**config.mk**
```make
export PLATFORM = sky130hd
export DESIGN_NAME = multicycle_ctrl
export DESIGN_NICKNAME = d
export VERILOG_FILES = /design/src/rtl/multicycle_ctrl.sv
export SDC_FILE = /design/constraint.sdc
export NUM_CORES = 1
export LEC_CHECK = 0
export CAP_MARGIN = 20
export CORE_ASPECT_RATIO = 1.2
export CORE_MARGIN = 3
export CORE_UTILIZATION = 43
export DETAILED_ROUTE_END_ITERATION = 8
export GPL_TIMING_DRIVEN = 0
export HOLD_SLACK_MARGIN = 0.05
export PLACE_DENSITY = 0.85
export SETUP_SLACK_MARGIN = 0.05
export SLEW_MARGIN = 20
export SYNTH_ARGS = -nofsm -noshare
export SYNTH_HDL_FRONTEND = slang
export SYNTH_SLANG_ARGS = --single-unit
```
**constraint.sdc**
```tcl
create_clock -name clk -period 3.06 [get_ports clk]
set_input_delay 0.306 -clock clk [delete_from_list [all_inputs] [get_ports clk]]
set_output_delay 0.306 -clock clk [all_outputs]
set_load 0.01 [all_outputs]
```
**src/rtl/multicycle_ctrl.sv**
```systemverilog
// multicycle_ctrl: main control FSM for the multicycle processor datapath.
// Sequences fetch, decode, execute, memory and writeback over several clocks.
// Outputs are decoded from the current state, qualified by opcode, funct, zero
// and mem_ready where the action depends on them.
//
// Ports:
//   clk, rst            rising-edge clock, synchronous active-high reset
//   opcode, funct       IR[31:26] / IR[5:0]
//   zero                ALU zero flag (branch resolution)
//   mem_ready           memory access completes this cycle
//   pc_en, pc_src       PC load enable and source select
//   iord                memory address select (0 PC, 1 ALUOut)
//   mem_write, ir_write memory write strobe, IR load enable
//   reg_dst, mem_to_reg register file destination and write-data selects
//   reg_write           register file write enable
//   alu_src_a/b, alu_ctl ALU operand selects and operation
//   ext_sel             immediate extender: 1 sign, 0 zero
//   retire, illegal     completion / undefined-instruction pulses
//   state_o             current state, for debug
module multicycle_ctrl #(
   parameter int unsigned OPW = 6,
   parameter int unsigned STW = 4
) (
   input  logic           clk,
   input  logic           rst,
   input  logic [OPW-1:0] opcode,
   input  logic [OPW-1:0] funct,
   input  logic           zero,
   input  logic           mem_ready,
   output logic           pc_en,
   output logic [1:0]     pc_src,
   output logic           iord,
   output logic           mem_write,
   output logic           ir_write,
   output logic           reg_dst,
   output logic           mem_to_reg,
   output logic           reg_write,
   output logic           alu_src_a,
   output logic [1:0]     alu_src_b,
   output logic [2:0]     alu_ctl,
   output logic           ext_sel,
   output logic           retire,
   output logic           illegal,
   output logic [STW-1:0] state_o
);

   typedef enum logic [3:0] {
      StFetch  = 4'd0,
      StDecode = 4'd1,
      StMemAdr = 4'd2,
      StMemRd  = 4'd3,
      StMemWb  = 4'd4,
      StMemWr  = 4'd5,
      StExec   = 4'd6,
      StAluWb  = 4'd7,
      StBranch = 4'd8,
      StIExec  = 4'd9,
      StIWb    = 4'd10,
      StJump   = 4'd11
   } state_e;

   localparam logic [OPW-1:0] OpRtype = OPW'(6'b000000);
   localparam logic [OPW-1:0] OpLw    = OPW'(6'b100011);
   localparam logic [OPW-1:0] OpSw    = OPW'(6'b101011);
   localparam logic [OPW-1:0] OpBeq   = OPW'(6'b000100);
   localparam logic [OPW-1:0] OpAddi  = OPW'(6'b001000);
   localparam logic [OPW-1:0] OpOri   = OPW'(6'b001101);
   localparam logic [OPW-1:0] OpJ     = OPW'(6'b000010);

   localparam logic [OPW-1:0] FnAdd = OPW'(6'b100000);
   localparam logic [OPW-1:0] FnSub = OPW'(6'b100010);
   localparam logic [OPW-1:0] FnAnd = OPW'(6'b100100);
   localparam logic [OPW-1:0] FnOr  = OPW'(6'b100101);
   localparam logic [OPW-1:0] FnSlt = OPW'(6'b101010);

   localparam logic [2:0] AluAdd = 3'b010;
   localparam logic [2:0] AluSub = 3'b110;
   localparam logic [2:0] AluAnd = 3'b000;
   localparam logic [2:0] AluOr  = 3'b001;
   localparam logic [2:0] AluSlt = 3'b111;

   state_e state_q, state_d;

   always_ff @(posedge clk) begin
      if (rst) begin
         state_q <= StFetch;
      end else begin
         state_q <= state_d;
      end
   end

   assign state_o = STW'(state_q);

   always_comb begin
      state_d    = state_q;
      pc_en      = 1'b0;
      pc_src     = 2'b00;
      iord       = 1'b0;
      mem_write  = 1'b0;
      ir_write   = 1'b0;
      reg_dst    = 1'b0;
      mem_to_reg = 1'b0;
      reg_write  = 1'b0;
      alu_src_a  = 1'b0;
      alu_src_b  = 2'b00;
      alu_ctl    = AluAdd;
      ext_sel    = 1'b1;
      retire     = 1'b0;
      illegal    = 1'b0;

      case (state_q)
         StFetch: begin
            // PC + 4 computed while the instruction word is read
            alu_src_b = 2'b01;
            ir_write  = mem_ready;
            pc_en     = mem_ready;
            if (mem_ready) begin
               state_d = StDecode;
            end
         end
         StDecode: begin
            // Branch target precompute: PC + (imm << 2)
            alu_src_b = 2'b11;
            if (opcode == OpLw || opcode == OpSw) begin
               state_d = StMemAdr;
            end else if (opcode == OpRtype) begin
               state_d = StExec;
            end else if (opcode == OpBeq) begin
               state_d = StBranch;
            end else if (opcode == OpAddi || opcode == OpOri) begin
               state_d = StIExec;
            end else if (opcode == OpJ) begin
               state_d = StJump;
            end else begin
               illegal = 1'b1;
               state_d = StFetch;
            end
         end
         StMemAdr: begin
            alu_src_a = 1'b1;
            alu_src_b = 2'b10;
            state_d   = (opcode == OpLw) ? StMemRd : StMemWr;
         end
         StMemRd: begin
            iord = 1'b1;
            if (mem_ready) begin
               state_d = StMemWb;
            end
         end
         StMemWb: begin
            mem_to_reg = 1'b1;
            reg_write  = 1'b1;
            retire     = 1'b1;
            state_d    = StFetch;
         end
         StMemWr: begin
            iord      = 1'b1;
            mem_write = 1'b1;
            retire    = mem_ready;
            if (mem_ready) begin
               state_d = StFetch;
            end
         end
         StExec: begin
            alu_src_a = 1'b1;
            state_d   = StAluWb;
            if (funct == FnAdd) begin
               alu_ctl = AluAdd;
            end else if (funct == FnSub) begin
               alu_ctl = AluSub;
            end else if (funct == FnAnd) begin
               alu_ctl = AluAnd;
            end else if (funct == FnOr) begin
               alu_ctl = AluOr;
            end else if (funct == FnSlt) begin
               alu_ctl = AluSlt;
            end else begin
               illegal = 1'b1;
               state_d = StFetch;
            end
         end
         StAluWb: begin
            reg_dst   = 1'b1;
            reg_write = 1'b1;
            retire    = 1'b1;
            state_d   = StFetch;
         end
         StBranch: begin
            alu_src_a = 1'b1;
            alu_ctl   = AluSub;
            pc_src    = 2'b01;
            pc_en     = zero;
            retire    = 1'b1;
            state_d   = StFetch;
         end
         StIExec: begin
            alu_src_a = 1'b1;
            alu_src_b = 2'b10;
            if (opcode == OpOri) begin
               alu_ctl = AluOr;
               ext_sel = 1'b0;
            end
            state_d = StIWb;
         end
         StIWb: begin
            // ALU result must stay valid for the write, so hold IEXEC's op
            reg_write = 1'b1;
            retire    = 1'b1;
            if (opcode == OpOri) begin
               alu_ctl = AluOr;
               ext_sel = 1'b0;
            end
            state_d = StFetch;
         end
         StJump: begin
            pc_src  = 2'b10;
            pc_en   = 1'b1;
            retire  = 1'b1;
            state_d = StFetch;
         end
         default: begin
            state_d = StFetch;
         end
      endcase

      // Reset abandons any in-flight instruction without side effects
      if (rst) begin
         pc_en     = 1'b0;
         ir_write  = 1'b0;
         mem_write = 1'b0;
         reg_write = 1'b0;
         retire    = 1'b0;
         illegal   = 1'b0;
      end
   end

endmodule

```
### Yosys cells after proc, flatten, opt, wreduce, memory -nomap -nowiden

Cells that the tools add are included.

* output and inout port bits: 22
* flip-flop bits (word level): 4
* logic and storage cells: 89
* input port bits: 16

* mux-type cells: 52
* reduce and logical (&&, ||, !) cells: 11
* equality and inequality tests: 25

Operator list (count)
* 6-bit == test, second input constant: 7
* 3-bit 2-to-1 mux: 11
* 4-bit 2-to-1 mux: 8
* 4-bit case mux with 7 select lines: 1
* 1-bit 2-to-1 mux: 25
* 4-bit by 3-bit == test with 1-bit output, second input constant: 4
* 4-bit == test, second input constant: 4
* 6-bit by 4-bit == test with 1-bit output, second input constant: 2
* 3-bit case mux with 3 select lines: 1
* 4-bit by 2-bit == test with 1-bit output, second input constant: 2
* 6-bit by 2-bit == test with 1-bit output, second input constant: 1
* 6-bit by 3-bit == test with 1-bit output, second input constant: 1
* 6-bit zero test: 1
* 2-bit inequality test, second input constant: 3
* 2-bit case mux with 3 select lines: 1
* 2-bit OR reduction: 3
* 5-bit OR reduction: 1
* 4-bit by 1-bit == test with 1-bit output, second input constant: 1
* 4-bit zero test: 1
* 1-bit case mux with 2 select lines: 2
* 2-bit case mux with 2 select lines: 1
* 4-bit OR reduction: 1
* 1-bit case mux with 3 select lines: 1
* 3-bit AND reduction: 1
* other kinds (3): 4

### Depth between registers and ports, before layout

Gate-level depths: netlist (run 1).

* word-level depth: 8
* mapped depth: 5
* depth with buffers taken out: 4

### Worst setup path after synthesis (run 1)

OpenSTA, ideal clock, no wires.

* path kind: reg-to-output
* start point: register state_q[2] (netlist: state_o[2])
* end point: output pc_en
* cell stages (with the launch flop): 6
* path buffers: 1
* required time: 2754 ps
* path slack: 1216 ps
* data arrival time: 1538 ps
* path through: dfxtp_1 > buf_2 > or2_1 > or3_1 > nor3_1 > o21bai_1

* word-level cells in the longest chain between the ends: 3
* elaborated cells on any way between the ends: 5
* those cells by class: 2 x eq/ne; 2 x mux; 1 x reduce/logical

RTL lines
* start: declaration: line 82 `state_e state_q, state_d;`
* start signal: assignment: line 86 `state_q <= StFetch;`
* start signal: assignment: line 88 `state_q <= state_d;`
* 4-bit == test / 4-bit zero test (equally long branches): line 111 `case (state_q)`
* 1-bit case mux with 3 select lines *: line 111
* 1-bit 2-to-1 mux *: line 227 `if (rst) begin`
* end: declaration: line 30 `output logic pc_en,`

Every way passes the cells marked *; elsewhere a longest branch is shown, timed or not.

### Worst setup path in the final report (run 1)

* start point: input opcode[3]
* end point: output alu_ctl[0]

* word-level cells in the longest chain between the ends: 3

RTL lines
* start: declaration: line 26 `input logic [OPW-1:0] opcode,`
* 6-bit by 4-bit == test with 1-bit output: line 199, 209
* 2-bit 2-to-1 mux: line 199, 209
* 3-bit case mux with 3 select lines: line 111
* end: declaration: line 40 `output logic [2:0] alu_ctl,`

Every way passes these cells.

==> results.json, run 1 <==
{
  "die_height_um": 51.8,
  "powerDensity_mw_per_mm2": 200,
  "root_buffer": "clkbuf_4",
  "area_delta_synth_final_pct": 52.3,
  "regArea_sq_um": 80.1,
  "drt_wl_total_um": 2480,
  "crit_chain": "clkdlybuf4s50_1, nand4b_1, nor4_1, o21ai_0, o31ai_1, clkdlybuf4s50_1",
  "grt_util_met1_pct": 27.9,
  "cts_max_path_buffers": 2,
  "grt.overflow.total": 0,
  "clock-sinks": 4,
  "wire_per_inst_um": 15.0,
  "place_area_sq_mm": 0.00112,
  "syn_area_sq_um": 753,
  "viasPerCell": 6.23,
  "grt_max_degree": 11,
  "numCtsBuffers": 3,
  "setup_viol": 0,
  "crit_path_end_kind": "primary output",
  "gp_congestion": 0.878,
  "num-fill-cells": 140,
  "largest_reg_flops": 4,
  "start_util_pct": 48.9,
  "coreArea_sq_mm": 0.00154,
  "vias": 1028,
  "outcome": "finished clean",
  "crit_top_cell": "clkdlybuf4s50_1",
  "max_slew_margin_pct": 61.7,
  "htree_num_levels": 1,
  "worst_ep_arrival_time_ps": 2470,
  "antenna_cells": 0,
  "critPathKind": "in2out",
  "ant_nets": 0,
  "async_flop_share_pct": 0,
  "synth_ff_type": "dfxtp_1",
  "first_iter_violations": 27,
  "synth_edf_count": 0,
  "slowest_delay_ps": 590,
  "ios": 38,
  "layoutNonFillerInstCount": 165,
  "drc": 0,
  "tns_ps": 0,
  "ys_warn_count": 0,
  "row_count": 15,
  "layout_min_cycle_time_ps": 2770,
  "firstDrtPassIters": 4,
  "period_share_pct": 90.6,
  "grt_pass1_wl_um": 4140,
  "rsz0062_at_grt": "false",
  "yosysSeqAreaShare_pct": 10.6,
  "ctsHoldBuffers": 0,
  "grt-busiest-layer": "met2",
  "layout-drive-gt1-share_pct": 10.1,
  "crit_fanout": 7,
  "tightest_slew_ps": 569,
  "vdd_drop_max_mv": 0.278,
  "postCtsSetupBuffers": 0,
  "skew_ps": 1.50,
  "dieWidth_um": 44.2,
  "finalMaxSlewViolations": 0,
  "hold_violations": 0,
  "postLayoutCellArea_sq_mm": 0.00115,
  "synth_nets": 126,
  "required_ps": 2750,
  "synthCells": 110,
  "placedCellCount": 162,
  "ys_types": 49,
  "path_clk_slew_ps": 40,
  "dp_hpwl_um": 1980,
  "hp-class": "in2reg",
  "cap_violations": 0,
  "grt_use_met2_pct": 43.2,
  "grt_use_met3_pct": 3.46,
  "multi_input_area_sq_um": 611,
  "cts_tree": "built",
  "fin_nets": 166,
  "leakagePower_nw": 0.389,
  "crit_path_top_delay_cell": "clkdlybuf4s50_1",
  "io_buffers": 35,
  "clock_latency_ps": 230,
  "synth_seq_cells": 4,
  "cp-start-kind": "input pin",
  "grt_usage_pct": 23.5,
  "dieArea_sq_mm": 0.00229,
  "cts_resized": 0,
  "max_freq_ghz": 0.361,
  "syn_avg_cell_area_sq_um": 6.85,
  "grt_pass1_vias": 922,
  "antenna_found_initial": 0
}
## Yosys cell counts, types with 2 or more instances
cell type / number / area (sq um)
nor2_1: 9 / 33.8
a21oi_1: 7 / 35.0
nand2b_1: 7 / 43.8
nand2_1: 6 / 22.5
o21ai_0: 6 / 30.0
inv_1: 5 / 18.8
nor3_1: 5 / 25.0
buf_2: 4 / 20.0
dfxtp_1: 4 / 80.1
nor3b_1: 4 / 30.0
nor2b_1: 3 / 18.8
nor4_1: 3 / 18.8
o31ai_1: 3 / 22.5
a221oi_1: 2 / 17.5
a311oi_1: 2 / 17.5
a31oi_1: 2 / 12.5
clkbuf_1: 2 / 7.51
o32ai_1: 2 / 17.5
or3_1: 2 / 12.5
or4_1: 2 / 15.0
xnor2_1: 2 / 17.5
## layout make-up
cell class	count	area share (%)
Tap cell	17	1.85
Inverter	5	1.64
Buffer	8	3.82
Multi-Input combinational cell	93	53.2
Timing Repair Buffer	35	30.5
Sequential cell	4	6.98
Clock buffer	3	1.96
## through the flow
stage | hold slack [ps] | utilization [%] | setup slack [ps] | power, mW
floorplan | 514 | - | 1220 | 0.113
global placement | 712 | 73.1 | 335 | 0.162
detailed placement | 718 | 73.1 | 312 | 0.164
CTS | 488 | 74.6 | 311 | 0.230
global route | 495 | 74.6 | 130 | 0.246
finish | 483 | 74.6 | 287 | 0.230
## cells by family after synthesis
| group | synth area share [%] |
|---|---|
| AOI/OAI and AO/OA | 35.1 |
| buffers and inverters | 8.31 |
| muxes | 1.33 |
| xor gates and xnor gates | 3.49 |
| and+or+nand+nor | 41.2 |
| DFF | 10.6 |
## worst max-delay path: cells and delay by family
family	cells	cell delay, ps
simple gates	2	650
compound gates	2	350
buf+inv	2	1160
## worst paths after layout
check / startpoint / to / slack (ps) / cells past startpoint
worst max-delay path: opcode[3] / alu_ctl[0] / 290 / 6
worst min-delay path: opcode[2] / state_o[3] / 480 / 3
worst max register to register: state_o[2] / state_o[0] / 1440 / 4
worst min register to register: state_o[1] / state_o[1] / 750 / 4
## where the power goes
group	switching [mW]	internal (mW)
Sequential	0.00289	0.0545
Combinational	0.0516	0.0547
Clock	0.0223	0.0439
## layer usage
layer | vias up | wire [um]
li1 | 502 | -
met1 | 466 | 988
met2 | 58 | 1320
met3 | 2 | 153
met4 | 0 | 14
met5 | - | 0
## cell usage in the layout, fill, tap and decap left out, types with 2 or more instances in the layout
master           count
or3_1                2
a311oi_1             2
nor2_1               9
nor2b_1              3
or4_1                2
nor3b_1              4
a21oi_1              7
a221oi_1             2
nand2b_1             7
o21ai_0              6
nor3_1               5
inv_1                5
clkbuf_4             3
buf_2                4
nor4_1               3
dfxtp_1              4
o31ai_1              3
o32ai_1              2
clkbuf_1             2
clkdlybuf4s50_1     35
xnor2_1              2
a31oi_1              2
nand2_1              6
No activity file was read; power rests on OpenSTA's default activity.
==> run 2: changes to the inputs <==
CORE_UTILIZATION = 40   (was 43)
PLACE_DENSITY = 0.8   (was 0.85)
clock period = 2.9 ns   (was 3.06 ns; I/O delays follow)
==> run 2 against run 1 <==
Compared with the run above: sequential power up 5.2%; die area up 6.6%; clock power up 3.9%; design area up 0.65%; via count down 0.78%; worst setup slack worse by 91 ps; clock skew up 5.6 ps; global-route usage down 2.8 points; routed wire length up 0.12%; register-to-register slack worse by 130 ps; flip-flop and latch count unchanged; critical path depth unchanged; critical path type unchanged.
==> results.json, run 2 (synthesized netlist as in run 1, its figures left out) <==
{
  "vdd_drop_max_mv": 0.352,
  "max_freq_ghz": 0.370,
  "place_area_sq_mm": 0.00113,
  "rsz0062_at_grt": "false",
  "gp_congestion": 0.814,
  "grt_pass1_vias": 941,
  "fin_nets": 166,
  "cp.depth": 6,
  "clock-sinks": 4,
  "drc": 0,
  "dieWidth_um": 45.6,
  "crit_path_top_delay_cell": "or3_2",
  "grt_usage_pct": 20.7,
  "worst_ep_arrival_time_ps": 2410,
  "cap_violations": 0,
  "grt_pass1_wl_um": 3810,
  "cts_tree": "built",
  "place_ws_ps": 188,
  "slowest_delay_ps": 530,
  "ios": 38,
  "htree_num_levels": 1,
  "leakagePower_nw": 0.389,
  "outcome": "finished clean",
  "start_util_pct": 44.3,
  "wire_per_inst_um": 15.0,
  "numCtsBuffers": 3,
  "crit_family": "buffers and inverters",
  "worstRegToRegCells": 4,
  "hold_violations": 0,
  "powerDensity_mw_per_mm2": 209,
  "coreArea_sq_mm": 0.00170,
  "largest_reg_flops": 4,
  "path_clk_slew_ps": 30,
  "firstDrtPassIters": 4,
  "pwr-share-comb_pct": 46.6,
  "layoutNonFillerInstCount": 166,
  "intPower_mw": 0.162,
  "postLayoutCellArea_sq_mm": 0.00115,
  "critPathBufInv": 2,
  "max_slew_margin_pct": 67.2,
  "setup_ws_ps": 196,
  "most-common-layout-cells": "clkdlybuf4s50_1 (35), nor2_1 (9), nand2b_1 (7), a21oi_1 (7)",
  "setup_viol": 0,
  "grt.overflow.total": 0,
  "cp-start-kind": "input pin",
  "dieArea_sq_mm": 0.00244,
  "switching_share_pct": 33.2,
  "num-fill-cells": 162,
  "p_clk_share_pct": 28.4,
  "tns_ps": 0,
  "layout-drive-gt1-share_pct": 10.8,
  "finalMaxSlewViolations": 0,
  "layout_commonest_cell": "clkdlybuf4s50_1",
  "required_ps": 2610,
  "crit_path_end_kind": "primary output",
  "io_buffers": 35,
  "grt_max_degree": 11,
  "ctsHoldBuffers": 0,
  "crit_top_cell": "clkdlybuf4s50_1",
  "cts_max_path_buffers": 2,
  "ant_nets": 0,
  "ff2ff_setup_slack_ps": 1310,
  "first_iter_violations": 6,
  "drt_wl_total_um": 2480,
  "period_share_pct": 93.2,
  "viasPerCell": 6.14,
  "antenna_cells": 0,
  "power_switching_mw": 0.0803,
  "crit_fanout": 7,
  "holdWs_ps": 469,
  "critPathKind": "in2out",
  "hp-class": "in2reg",
  "root_buffer": "clkbuf_4",
  "hold_depth": 3,
  "crit_chain": "clkdlybuf4s50_1, or3_2, o21a_1, o31ai_1, o32ai_1, clkdlybuf4s50_1",
  "area_delta_synth_final_pct": 53.3,
  "skew_ps": 7.07,
  "seqPwrFrac_pct": 25.0,
  "placedCellCount": 163,
  "die_height_um": 53.5,
  "vias": 1020,
  "layout_min_cycle_time_ps": 2700,
  "clock_latency_ps": 240,
  "tightest_slew_ps": 493,
  "antenna_found_initial": 0,
  "postCtsSetupBuffers": 0,
  "dp_hpwl_um": 1980,
  "row_count": 16
}
## run 2: layer usage
layer	GRT usage (%)	up-vias	part of all wire [%]
met1	21.6	475	40
met4	4.39	0	0.68
met5	0	-	0
met3	4.68	2	7.0
met2	40.5	44	53
li1	-	499	-
## run 2: area by class of cell
cell class / count / area (sq um) / share of cell area (%)
Multi-Input combinational cell: 93 / 617 / 53.4
Timing Repair Buffer: 35 / 350 / 30.3
Sequential cell: 4 / 80.1 / 6.93
Buffer: 8 / 43.8 / 3.79
Clock buffer: 3 / 22.5 / 1.95
Tap cell: 18 / 22.5 / 1.95
Inverter: 5 / 18.8 / 1.63
## run 2: worst paths after layout
kind / from / end
setup / recovery: opcode[0] / illegal
hold / removal: opcode[2] / state_o[3]
setup reg to reg: state_o[2] / state_o[0]
hold reg to reg: state_o[1] / state_o[1]
## run 2: worst register-to-register path, delay by kind of cell, from the launching register on
| kind | cells | cell delay, ps |
|---|---|---|
| compound gates | 1 | 300 |
| buf+inv | 1 | 180 |
| flops | 1 | 310 |
| simple gates | 2 | 720 |
## run 2: stage by stage
step / total power [mW] / utilization, %
global route: 0.263 / 67.9
detailed placement: 0.172 / 66.2
CTS: 0.244 / 67.5
floorplan: 0.120 / -
global placement: 0.171 / 66.2
finish: 0.242 / 67.9
## run 2: what timing repair did
item,CTS,global route
setup endpoints to repair,0,1
resized for setup,0,1
hold endpoints to repair,0,0
## run 2: power by group through the flow
| stage | Combinational (mW) | Clock (mW) | Sequential [mW] |
|---|---|---|---|
| 6_report | 0.113 | 0.0688 | 0.0604 |
| 5_1_grt | 0.122 | 0.0804 | 0.0606 |
| 4_1_cts | 0.112 | 0.0725 | 0.0603 |
| 3_5_place_dp | 0.111 | 0 | 0.0612 |
| 3_3_place_gp | 0.109 | 0 | 0.0613 |
| 2_1_floorplan | 0.0582 | 0 | 0.0615 |
==> run 3: changes to the inputs <==
SETUP_SLACK_MARGIN = unset   (was 0.05)
==> results of run 3 <==
Same layout as run 2: the final DEF is identical, and so are final timing and power.
